**src/rtl/mux_2x1_rr.sv**
```systemverilog
`default_nettype none
// ============================================================================
//  Module   : mux_2x1_rr
//  Purpose  : Recombines two demuxed 4-bit lanes into one stream. Each lane
//             has a 4-entry FIFO. A round-robin arbiter pops at most one word
//             per cycle into a registered output. A push into a full FIFO is
//             dropped and raises a sticky error flag.
//  Ports    : clk        - single clock, rising edge
//             reset_L    - asynchronous active-low reset
//             data_in0/1 - lane data, pushed when valid_in0/1 is high
//             valid_in0/1- lane push requests
//             data_out   - registered recombined word
//             valid_out  - data_out carries a new word this cycle
//             full0/1    - lane FIFO holds 4 words
//             err        - sticky overflow flag
//  Revision : 1.0  initial release
// ============================================================================
module mux_2x1_rr (
  input  logic       clk,
  input  logic       reset_L,
  input  logic [3:0] data_in0,
  input  logic       valid_in0,
  input  logic [3:0] data_in1,
  input  logic       valid_in1,
  output logic [3:0] data_out,
  output logic       valid_out,
  output logic       full0,
  output logic       full1,
  output logic       err
);

  localparam int unsigned DEPTH    = 4;
  localparam logic [2:0]  FULL_CNT = 3'd4;

  // Per-lane FIFO state, indexed by lane number.
  logic [3:0] mem_q  [2][DEPTH];
  logic [1:0] wptr_q [2];
  logic [1:0] wptr_d [2];
  logic [1:0] rptr_q [2];
  logic [1:0] rptr_d [2];
  logic [2:0] cnt_q  [2];
  logic [2:0] cnt_d  [2];

  // Lane index of the most recent pop; the other lane wins a contention.
  logic       last_grant_q, last_grant_d;
  logic [3:0] data_out_q, data_out_d;
  logic       valid_out_q, valid_out_d;
  logic       err_q, err_d;

  logic [3:0] w_din [2];
  logic [1:0] w_valid;
  logic [1:0] w_push;
  logic [1:0] w_ovf;
  logic [1:0] w_ne;
  logic [1:0] w_pop;

  // Push/pop decisions use only the registered counts, so a word pushed at
  // an edge cannot be popped at that same edge.
  always_comb begin
    w_din[0] = data_in0;
    w_din[1] = data_in1;
    w_valid  = {valid_in1, valid_in0};
    w_ne     = 2'b00;
    w_push   = 2'b00;
    w_ovf    = 2'b00;
    for (int l = 0; l < 2; l++) begin
      w_ne[l]   = (cnt_q[l] != 3'd0);
      w_push[l] = w_valid[l] && (cnt_q[l] != FULL_CNT);
      // A full FIFO drops the push even when it is popped at the same edge.
      w_ovf[l]  = w_valid[l] && (cnt_q[l] == FULL_CNT);
    end
    w_pop[0] = w_ne[0] && (!w_ne[1] || last_grant_q);
    w_pop[1] = w_ne[1] && (!w_ne[0] || !last_grant_q);
  end

  always_comb begin
    for (int l = 0; l < 2; l++) begin
      wptr_d[l] = wptr_q[l] + {1'b0, w_push[l]};
      rptr_d[l] = rptr_q[l] + {1'b0, w_pop[l]};
      cnt_d[l]  = cnt_q[l] + {2'b00, w_push[l]} - {2'b00, w_pop[l]};
    end
    data_out_d   = data_out_q;
    valid_out_d  = 1'b0;
    last_grant_d = last_grant_q;
    if (w_pop[0]) begin
      data_out_d   = mem_q[0][rptr_q[0]];
      valid_out_d  = 1'b1;
      last_grant_d = 1'b0;
    end else if (w_pop[1]) begin
      data_out_d   = mem_q[1][rptr_q[1]];
      valid_out_d  = 1'b1;
      last_grant_d = 1'b1;
    end
    err_d = err_q | (|w_ovf);
  end

  always_ff @(posedge clk or negedge reset_L) begin
    if (!reset_L) begin
      for (int l = 0; l < 2; l++) begin
        wptr_q[l] <= 2'd0;
        rptr_q[l] <= 2'd0;
        cnt_q[l]  <= 3'd0;
      end
      last_grant_q <= 1'b1;
      data_out_q   <= 4'h0;
      valid_out_q  <= 1'b0;
      err_q        <= 1'b0;
    end else begin
      for (int l = 0; l < 2; l++) begin
        wptr_q[l] <= wptr_d[l];
        rptr_q[l] <= rptr_d[l];
        cnt_q[l]  <= cnt_d[l];
      end
      last_grant_q <= last_grant_d;
      data_out_q   <= data_out_d;
      valid_out_q  <= valid_out_d;
      err_q        <= err_d;
    end
  end

  // Storage has no reset. A write during reset lands in a slot that the
  // held-at-zero pointers and count never expose, so it is harmless.
  always_ff @(posedge clk) begin
    for (int l = 0; l < 2; l++) begin
      if (w_push[l]) begin
        mem_q[l][wptr_q[l]] <= w_din[l];
      end
    end
  end

  assign data_out  = data_out_q;
  assign valid_out = valid_out_q;
  assign full0     = (cnt_q[0] == FULL_CNT);
  assign full1     = (cnt_q[1] == FULL_CNT);
  assign err       = err_q;

endmodule
`default_nettype wire
```
**config.mk**
```make
export PLATFORM = sky130hd
export DESIGN_NAME = mux_2x1_rr
export DESIGN_NICKNAME = d
export VERILOG_FILES = /design/src/rtl/mux_2x1_rr.sv
export SDC_FILE = /design/constraint.sdc
export NUM_CORES = 1
export LEC_CHECK = 0
export BUFFER_PORTS_ARGS = -buffer_cell sky130_fd_sc_hd__buf_2
export CORE_AREA = 2 2 71 59
export DETAILED_ROUTE_END_ITERATION = 8
export DIE_AREA = 0 0 73 61
export PLACE_DENSITY = 0.83
export SKIP_CTS_REPAIR_TIMING = 1
export SLEW_MARGIN = 20
export SYNTH_ARGS = -nofsm -noshare
export SYNTH_HDL_FRONTEND = slang
export SYNTH_SLANG_ARGS = --single-unit
```
**constraint.sdc**
```tcl
create_clock -name clk -period 5.4 [get_ports clk]
set_input_delay 0.54 -clock clk [delete_from_list [all_inputs] [get_ports clk]]
set_output_delay 0.54 -clock clk [all_outputs]
set_load 0.01 [all_outputs]
```
[Yosys cells after proc, flatten, opt, wreduce, memory -nomap -nowiden]
Memory sizes are Yosys's and may differ from the RTL's.
Cells that the tools add are included.
Widths: inputs -> output; s select.
Word-level totals
  output and inout port bits: 8
  bits in read-only memories: 0
  register bits: 21
  bits in writable memories: 32
  word-level logic and storage cells: 71
  bits in latches: 0
  memories kept: 1
Memories
  mem_q: depth 2, bits a word 16, rd ports 2, clocked after memory_dff 0, write ports 2, line 36  | logic [3:0] mem_q [2][DEPTH];
Operators by class
  add/sub/neg operators: 8
  bitwise logic cells: 5
  muxes and demuxes: 20
  divide/modulo/power cells: 0
  multiply operators: 0
  eq/ne operators: 4
  reductions and logical operators: 17
  shifts and indexed selects: 0
  $lt $le $gt $ge: 6
Operator list (count)
  $mux 16: 2
  $mux 4: 8
  $bmux 4 s2: 2
  $demux 4 s2: 2
  $ge 3x3->1 const B: 4
  $not 2->3: 4
  $add 2x1->2: 4
  $logic_and 1x1->1: 8
  $add 3x1->3: 2
  $eq 3x3->1 const B: 2
  $lt 3x1->1 const B: 2
  $mux 1: 6
  $ne 3x3->1 const B: 2
  $reduce_bool 3->1: 2
  $sub 3x1->3: 2
  $logic_not 1->1: 3
  $logic_or 1x1->1: 2
  $reduce_bool 2->1: 1
  $reduce_or 2->1: 1
  $or 1x1->1: 1

[Depth between registers and ports, before layout]
Gate-level depths: netlist of run 1.
  depth in word-level cells: 6
  gate-level depth with buffers: 9
  mapped depth without buffers: 9

[Least setup slack after synthesis of run 1]
Ideal clock, no wire load.
  path type: reg-to-reg
  start: register cnt_q[4] (netlist name)
  end: register cnt_q[5] (netlist name)
  slack: 3.268 ns
  arrival time: 2.004 ns
  stages on the path, launching flop included: 10
  clock period less this slack: 2.132 ns
  cell sequence: dfrtp_1 -> nor3b_2 -> nand2b_1 -> inv_1 -> xnor2_1 -> ha_1 -> inv_1 -> fa_1 -> xnor2_1 -> xnor2_1
RTL lines
  start, declared: line 41  | logic [2:0] cnt_q [2];
  start signal, assigned by index: line 112  | cnt_q[l] <= cnt_d[l];

==> flow_summary.ini, run 1 <==
[final_layout]
n_fill_cell = 256
final_area_um2 = 2490
multi_input_area_um2 = 694
nets = 172
final_common_cell = edfxtp_1
antenna_cells = 0
final_core_util_pct = 66.8
syn2layout_area_growth_pct = 11.2
seq_area_um2 = 1490
layout_common_cells = edfxtp_1 (32), dfrtp_1 (20), buf_2 (19)
layout-drive-gt1-share_pct = 23.9

[setup_path]
timing.critical_path.cells = or3_1 > nand2_1 > xnor2_1 > ha_1 > inv_1 > fa_1 > xnor2_1 > xnor2_1
cp-start-kind = flip-flop
crit_family = simple AND/OR/NAND/NOR gates
crit_slowest_cell = or3_1
r2r_end = cnt_q[2]
slowest_delay_ns = 0.54
crit_type = reg -> reg
crit_required_ns = 5.62
r2r_setup_slack_ns = 2.99
endpoint_kind = flip-flop
worstRegToRegCells = 8
arrival_ns = 2.63
critPathMaxFanout = 10
cp_num_buf_inv = 1
path_common_cell = xnor2_1
rr_startpoint = cnt_q[1]

[detailed_routing]
drt_iter0_drc = 112
drc_errors = 0
drt_pass1_iterations = 4
wirelength_mm = 3.73
viasPerCell = 5.96
antenna_left = 0
via_count = 1186
wl_per_cell_um = 18.7

[timing]
hold_slack_ns = 0.179
hold_viol_final = 0
max-slew-margin-rel_pct = 47.8
fin_crit_sh_pct = 44.6
drv_slew = 0
max_slew.worst_pin.slew_ns = 0.781
rsz0062_at_grt = no
setup_viol = 0
finClkSkew_ns = 0.00634
timing.fmax_mhz = 415
tns_ns = 0
period_needed_ns = 2.41

[synthesis]
syn-num-nets = 150
synthDistinctLibCells = 30
ys_ff_latch = 53
synth_top_area_share_pct = 42.9
netlist_instances = 132
yosys_warnings = 0
syn-cell-area_um2 = 2240
synth-edff-count = 32
synth_ff_type = edfxtp_1
async_flop_share_pct = 39.6
ys_top_cells_by_area = edfxtp_1 (43%), dfrtp_1 (22%), mux4_1 (4.7%)
avgSynthCellArea_um2 = 17.0
ys_seq_area_share_pct = 66.4
yosysTopAreaCell = edfxtp_1

[run_status]
status = completed

[global_routing]
grt_usage_pct = 19.6
antenna_found_initial = 0
grt_pass1_wl_mm = 6.11
grt_max_degree = 22
grt_overflow = 0
grt_pass1_vias = 1182

[floorplanning]
die-width_um = 73
rows = 20
core_area_um2 = 3730
die_area_um2 = 4450
ioPinCount = 20
start_util_pct = 60.1
die_y_um = 61

[cts]
clkSlewWorstSetupHoldPaths_ns = 0.09
cts_tree = yes
numCtsBuffers = 5
root_buffer = clkbuf_8
cts_sinks = 53
cts_htree_levels = 2
clockBufferDepth = 2
clk-insertion-delay-late_ns = 0.31

[placement]
gp_congestion = 0.720
placed_cell_area_um2 = 2360
dp_hpwl_mm = 2.73
port_buffers = 19

[power]
power_density_nw_per_um2 = 614
power_uw = 1530
leakage_uw = 0.000959
ir_worst_vdd_mv = 0.309

[hold_path]
hold_path.class = in -> async

[flow_run]
maxCapViolations = 0
-- how the worst max path moves through the flow --
stage          cells past startpoint  slack [ns]  endpoint     start
6_report                           8        2.99  cnt_q[2]  cnt_q[1]
5_1_grt                            8        2.86  cnt_q[2]  cnt_q[1]
2_1_floorplan                      9        3.27  cnt_q[5]  cnt_q[4]
3_3_place_gp                       8        3.17  cnt_q[2]  cnt_q[2]
3_5_place_dp                       8        3.03  cnt_q[2]  cnt_q[1]
4_1_cts                            8        2.98  cnt_q[2]  cnt_q[1]
-- state kept, by name, indices dropped and copies added, names as in the netlist --
| signal | cells |
|---|---|
| rptr_q | 4 |
| cnt_q | 6 |
| data_out | 4 |
| mem_q | 32 |
| wptr_q | 4 |
| valid_out | 1 |
| err | 1 |
| last_grant_q | 1 |
-- Yosys cell counts (all sizes together) (4+ instances only) --
master / number
buf: 4
mux2i: 4
nor3b: 6
xnor2: 10
dfrtp: 20
edfxtp: 32
a211oi: 8
inv: 7
mux4: 8
ha: 4
nor3: 8
-- stage by stage --
stage          std cells  setup WS, ns
2_1_floorplan        132          3.27
3_3_place_gp         191          3.17
3_5_place_dp         191          3.03
4_1_cts              199          2.98
5_1_grt              199          2.86
6_report             199          2.99
-- cells by family (layout without fill, tap and decap cells) --
family,count (synthesis),in the layout,synth area share [%]
AOI/OAI and AO/OA,13,13,4.52
xor gates and xnor gates,12,12,4.69
adders and majority gates,6,6,4.02
buffers and inverters,11,34,2.68
DFF,53,53,66.4
muxes,12,12,10.5
and+or+nand+nor,25,25,7.25
-- layer usage --
metal / vias up / GRT usage [%] / wire length, um
met1: 610 / 28.0 / 1770
met3: 9 / 6.48 / 159
li1: 543 / - / -
met4: 0 / 7.41 / 71
met5: - / 0 / 0
met2: 24 / 28.3 / 1720
-- layout make-up --
cell class	count	share of cell area, %
repair buffers	19	3.82
inverters	7	1.05
flip-flops and latches	53	59.7
multi-input cells	68	27.9
well taps	44	2.21
clock inverters	3	2.61
clock buffers	5	2.76
-- power breakdown --
group / switching (uW) / internal [uW]
logic: 257 / 259
clock network: 126 / 184
registers: 129 / 573
total: 513 / 1020
Power figures use the tool's default switching activity.
==> run 2: changes to the inputs <==
ABC_AREA = 1   (was default)
CORE_AREA = 2 2 74 62   (was 2 2 71 59)
DIE_AREA = 0 0 76 64   (was 0 0 73 61)
PLACE_DENSITY = 0.79   (was 0.83)
clock period = 2.3 ns   (was 5.4 ns; I/O delays follow)
==> run 2 against run 1 <==
  * Sequential power is 130% higher
  * Largest cell class unchanged
  * Non-clock buffer count is 2 higher
  * Area after synthesis is 2.7% higher
  * First-iteration DRC count is 22% higher
  * Global-route usage is 3.3 points lower
  * Cell count is 46% higher
  * Worst hold slack worse by 0.044 ns
  * Combinational power grew to 2.8 times the previous value
  * Worst setup slack worse by 2.7 ns
==> flow_summary.ini, run 2 <==
[run_status]
status = completed

[global_routing]
grt_pass1_vias = 1324
grt.busiest_layer = met2
gr-usage-met1_pct = 22.4
grtUsageMet2_pct = 25.3
grt_use_met3_pct = 3.53
antenna_found_initial = 0
grt_overflow = 0
grt_pass1_wl_mm = 6.06
grt_max_degree = 22
grt_usage_pct = 16.3

[final_layout]
syn2layout_area_growth_pct = 12.7
layout_common_cells = nand2_1 (58), edfxtp_1 (32), nand3_1 (27)
largest_reg_flops = 32
antenna_cells = 0
nets = 250
n_fill_cell = 312
layout-drive-gt1-share_pct = 19.3
final_common_cell = nand2_1
final_area_um2 = 2600

[detailed_routing]
antenna_left = 0
drc_errors = 0
drt_iter0_drc = 137
drt_pass1_iterations = 4
via_count = 1464
viasPerCell = 5.05
wirelength_mm = 3.62
wl_per_cell_um = 12.5

[cts]
cts_sinks = 53
clk-insertion-delay-late_ns = 0.30
numCtsBuffers = 5
clockBufferDepth = 2
cts_tree = yes
clkSlewWorstSetupHoldPaths_ns = 0.09
cts_htree_levels = 2
root_buffer = clkbuf_8

[synthesis]
netlist_instances = 207
syn-num-nets = 225
ys_ff_latch = 53
syn-cell-area_um2 = 2300
avgSynthCellArea_um2 = 11.1
yosysTopAreaCell = edfxtp_1
yosysMostFrequentCell = nand2_1
synth-edff-count = 32
synthTopCellsByCount = nand2_1 (58), edfxtp_1 (32), nand3_1 (27)
synth_top_area_share_pct = 41.7
yosys_warnings = 0
async_flop_share_pct = 39.6
ys_seq_area_share_pct = 64.6
ys_top_cells_by_area = edfxtp_1 (42%), dfrtp_1 (22%), nand2_1 (9.5%)
synthDistinctLibCells = 22
synth_ff_type = edfxtp_1

[setup_path]
critPathMaxFanout = 13
crit_slowest_cell = dfrtp_1
slowest_delay_ns = 0.41
cp-start-kind = flip-flop
crit_required_ns = 2.53
arrival_ns = 2.20
endpoint_kind = flip-flop
rr_startpoint = cnt_q[1]
crit_type = reg -> reg
r2r_setup_slack_ns = 0.33
timing.critical_path.cells = inv_1 > nand2_2 > nand2_4 > nand2_4 > xor2_2 > ha_1 > inv_1 > fa_1 > xnor2_1 > xor2_1
r2r_end = cnt_q[5]
worstRegToRegCells = 10

[floorplanning]
ioPinCount = 20
die_area_um2 = 4860
die_y_um = 64
start_util_pct = 56.6
core_area_um2 = 4070
die-width_um = 76
rows = 21

[placement]
port_buffers = 19
gp_congestion = 0.757
placed_cell_area_um2 = 2450
dp_hpwl_mm = 2.59

[timing]
hold_viol_final = 0
tns_ns = 0
setup_viol = 0
rsz0062_at_grt = no
max_slew.worst_pin.slew_ns = 0.646
timing.fmax_mhz = 507
max-slew-margin-rel_pct = 56.6
fin_crit_sh_pct = 85.8
period_needed_ns = 1.97
hold_slack_ns = 0.136
finClkSkew_ns = 0.00897
drv_slew = 0

[power]
leakage_uw = 0.00115
power_density_nw_per_um2 = 1450
ir_worst_vdd_mv = 0.725

[hold_path]
hold_path.class = in -> reg
min_from = data_in0[2]
min_to = mem_q[0][6]
whs_path_depth = 1

[flow_run]
maxCapViolations = 0
==> run 2: changes by cell type in the layout (fill, tap and decap cells not counted), sizes merged, moves of 7 or more <==
cell | previous run | this run
nand2 | 2 | 68
nand3 | 1 | 27
inv | 7 | 21
a211oi | 8 | 0
mux4 | 8 | 0
xnor2 | 10 | 3
==> run 2: report_power, final <==
part / total, uW / internal (uW) / switching (uW) / leakage [uW]
clock network: 719 / 432 / 287 / 0.0000681
logic: 1460 / 550 / 910 / 0.000551
registers: 1600 / 1350 / 244 / 0.000533
==> run 2: per-stage QoR <==
stage | power, uW | instances | setup slack [ns] | util (%)
finish | 3770 | 290 | 0.326 | 63.7
global route | 4080 | 290 | 0.0683 | 63.7
CTS | 3780 | 289 | 0.316 | 63.5
detailed placement | 3060 | 281 | 0.341 | 60.2
global placement | 3010 | 281 | 0.380 | 60.2
floorplan | 2740 | 207 | 0.376 | -
==> run 2: cell families (layout without fill, tap and decap cells) <==
kind of cell	Yosys count	after routing	share of synthesized area, %
buffers and inverters	24	50	4.51
AOI/OAI and AO/OA	2	2	0.597
adders and majority gates	6	6	3.91
DFF	53	53	64.6
xor gates and xnor gates	10	10	4.13
and+or+nand+nor	112	112	22.3
==> run 2: metal layers <==
layer	vias to the layer above	wire length, um
met5	-	0
met4	0	73
met3	10	179
met2	42	1640
met1	688	1720
li1	724	-
==> run 2: area by class of cell <==
cell class / count / area [um2] / share of cell area, %
Tap cell: 57 / 71.3 / 2.75
Clock buffer: 5 / 68.8 / 2.65
Sequential cell: 53 / 1490 / 57.3
Inverter: 21 / 78.8 / 3.04
Clock inverter: 3 / 65.1 / 2.51
Timing Repair Buffer: 21 / 113 / 4.34
Multi-Input combinational cell: 130 / 712 / 27.4
==> run 2: worst max-delay path: cells and delay by family (launching register included) <==
family / cells / cell delay, ns
buffers and inverters: 2 / 0.13
adders and majority gates: 2 / 0.52
DFF: 1 / 0.41
and+or+nand+nor: 3 / 0.35
xor gates and xnor gates: 3 / 0.48
==> run 2: worst max path at each step <==
| stage | from | endpoint | slack [ns] | depth (start not counted) |
|---|---|---|---|---|
| final | cnt_q[1] | cnt_q[5] | 0.33 | 10 |
| after global placement | cnt_q[1] | cnt_q[5] | 0.38 | 10 |
| after detailed placement | cnt_q[4] | cnt_q[5] | 0.34 | 9 |
| after CTS | cnt_q[1] | cnt_q[5] | 0.32 | 10 |
| after floorplan | cnt_q[2] | cnt_q[5] | 0.38 | 11 |
| after global routing | cnt_q[1] | cnt_q[5] | 0.07 | 10 |
==> run 3: changes to the inputs <==
CORE_AREA = 2 2 76 63   (was 2 2 74 62)
CTS_BUF_LIST = sky130_fd_sc_hd__clkbuf_4 sky130_fd_sc_hd__clkbuf_8 sky130_fd_sc_hd__clkbuf_16   (was default)
DIE_AREA = 0 0 78 65   (was 0 0 76 64)
PLACE_DENSITY = 0.76   (was 0.79)
==> run 3 against run 2 <==
  * Design area down 2.0%
  * Cell count up 0.69%
  * Critical path depth unchanged
  * Flip-flop and latch count unchanged
  * Combinational power about the same
  * Worst setup slack worse by 0.034 ns
  * Critical endpoint unchanged
==> flow_summary.ini, run 3 (synthesis gave the netlist of run 2 again) <==
[floorplanning]
die_y_um = 65
die_area_um2 = 5070
rows = 22
start_util_pct = 52.3
core_area_um2 = 4400
die-width_um = 78
ioPinCount = 20

[run_status]
status = completed

[power]
seq_power_share_pct = 44.7
p_sw_uw = 1430
clkPwrFrac_pct = 13.9
power_density_nw_per_um2 = 1390
p_sw_share_pct = 40.5
p_comb_share_pct = 41.4
leakage_uw = 0.00112
ir_worst_vdd_mv = 0.642
internal-power_uw = 2110

[detailed_routing]
drt_pass1_iterations = 4
wl_per_cell_um = 11.9
viasPerCell = 4.87
antenna_left = 0
drc_errors = 0
wirelength_mm = 3.46
drt_iter0_drc = 97
via_count = 1423

[cts]
numCtsBuffers = 5
cts_htree_levels = 2
clk-insertion-delay-late_ns = 0.30
clkSlewWorstSetupHoldPaths_ns = 0.09
cts_tree = yes
root_buffer = clkbuf_8
clockBufferDepth = 2
cts_sinks = 53

[placement]
port_buffers = 19
gp_congestion = 0.786
dp_hpwl_mm = 2.60
dp_slack_ns = 0.294
dp.cells = 283

[final_layout]
layout_common_cells = nand2_1 (58), edfxtp_1 (32), nand3_1 (27)
n_fill_cell = 369
largest_reg_flops = 32
antenna_cells = 0
final_common_cell = nand2_1
layout-drive-gt1-share_pct = 19.0
nets = 249
finalNonFillerCells = 292
syn2layout_area_growth_pct = 10.5

[timing]
timing.fmax_mhz = 498
drv_slew = 0
hold_viol_final = 0
tns_ns = 0
max_slew.worst_pin.slew_ns = 0.660
period_needed_ns = 2.01
setup_viol = 0
finClkSkew_ns = 0.0102
worst_slack_ns = 0.292
rsz0062_at_grt = no
fin_crit_sh_pct = 87.3
max-slew-margin-rel_pct = 55.6

[hold_path]
min_from = data_in0[0]
whs_path_depth = 1
hold_path.class = in -> reg
min_to = mem_q[0][8]

[setup_path]
worstRegToRegCells = 10
startpoint = cnt_q[2]
critPathMaxFanout = 13
crit_type = reg -> reg
arrival_ns = 2.24
cp-start-kind = flip-flop
crit_required_ns = 2.53
r2r_setup_slack_ns = 0.29
rr_startpoint = cnt_q[2]
r2r_end = cnt_q[5]
endpoint_kind = flip-flop

[global_routing]
grt_use_met3_pct = 3.34
grtUsageMet2_pct = 24.1
grt_usage_pct = 15.5
antenna_found_initial = 0
grt_overflow = 0
gr-usage-met1_pct = 20.6
grt_pass1_wl_mm = 5.94
grt_pass1_vias = 1334
grt_max_degree = 22
grt.busiest_layer = met2

[flow_run]
maxCapViolations = 0
## run 3: final cells by class
type | count | area [um2] | area share (%)
clock buffers | 5 | 68.8 | 2.70
clock inverters | 3 | 17.5 | 0.688
inverters | 21 | 78.8 | 3.10
multi-input cells | 130 | 712 | 28.0
flip-flops and latches | 53 | 1490 | 58.5
well taps | 60 | 75.1 | 2.95
repair buffers | 20 | 105 | 4.13
## run 3: power by group through the flow
stage	Sequential, uW	Combinational, uW	Clock, uW
after floorplan	1540	1200	0
final	1590	1470	493
after global placement	1600	1420	0
after global routing	1630	1700	534
after CTS	1580	1490	508
after detailed placement	1600	1470	0
## run 3: worst max-delay path by stage
stage,endpoint,cells past startpoint
2_1_floorplan,cnt_q[5],11
3_3_place_gp,cnt_q[5],10
3_5_place_dp,cnt_q[5],10
4_1_cts,cnt_q[5],10
5_1_grt,cnt_q[5],10
6_report,cnt_q[5],10
## run 3: critical path: stages (launching register included)
cell and delay, ns:
dfrtp_1 0.43, nor2_2 0.13, nand2_2 0.09, nand2_4 0.08, nand2_4 0.13, xor2_2 0.15
ha_1 0.16, inv_1 0.05, fa_1 0.37, xnor2_1 0.18, xor2_1 0.16
## run 3: per-stage QoR
step                      utilization, %  hold WS, ns  instance area, um2  total power, uW
after global routing                57.8        0.131                2540             3860
after floorplan                        -      -0.0656                2300             2740
after CTS                           57.6       -0.129                2530             3580
after detailed placement            55.6        0.215                2450             3070
after global placement              55.6        0.209                2450             3020
final                               57.8        0.138                2540             3550
## run 3: layer usage
layer	part of all wire [%]	up-vias	wire length (um)
met5	0	-	0
met4	2.7	0	94
met3	3.3	10	113
met2	45	25	1550
met1	49	660	1710
li1	-	728	-
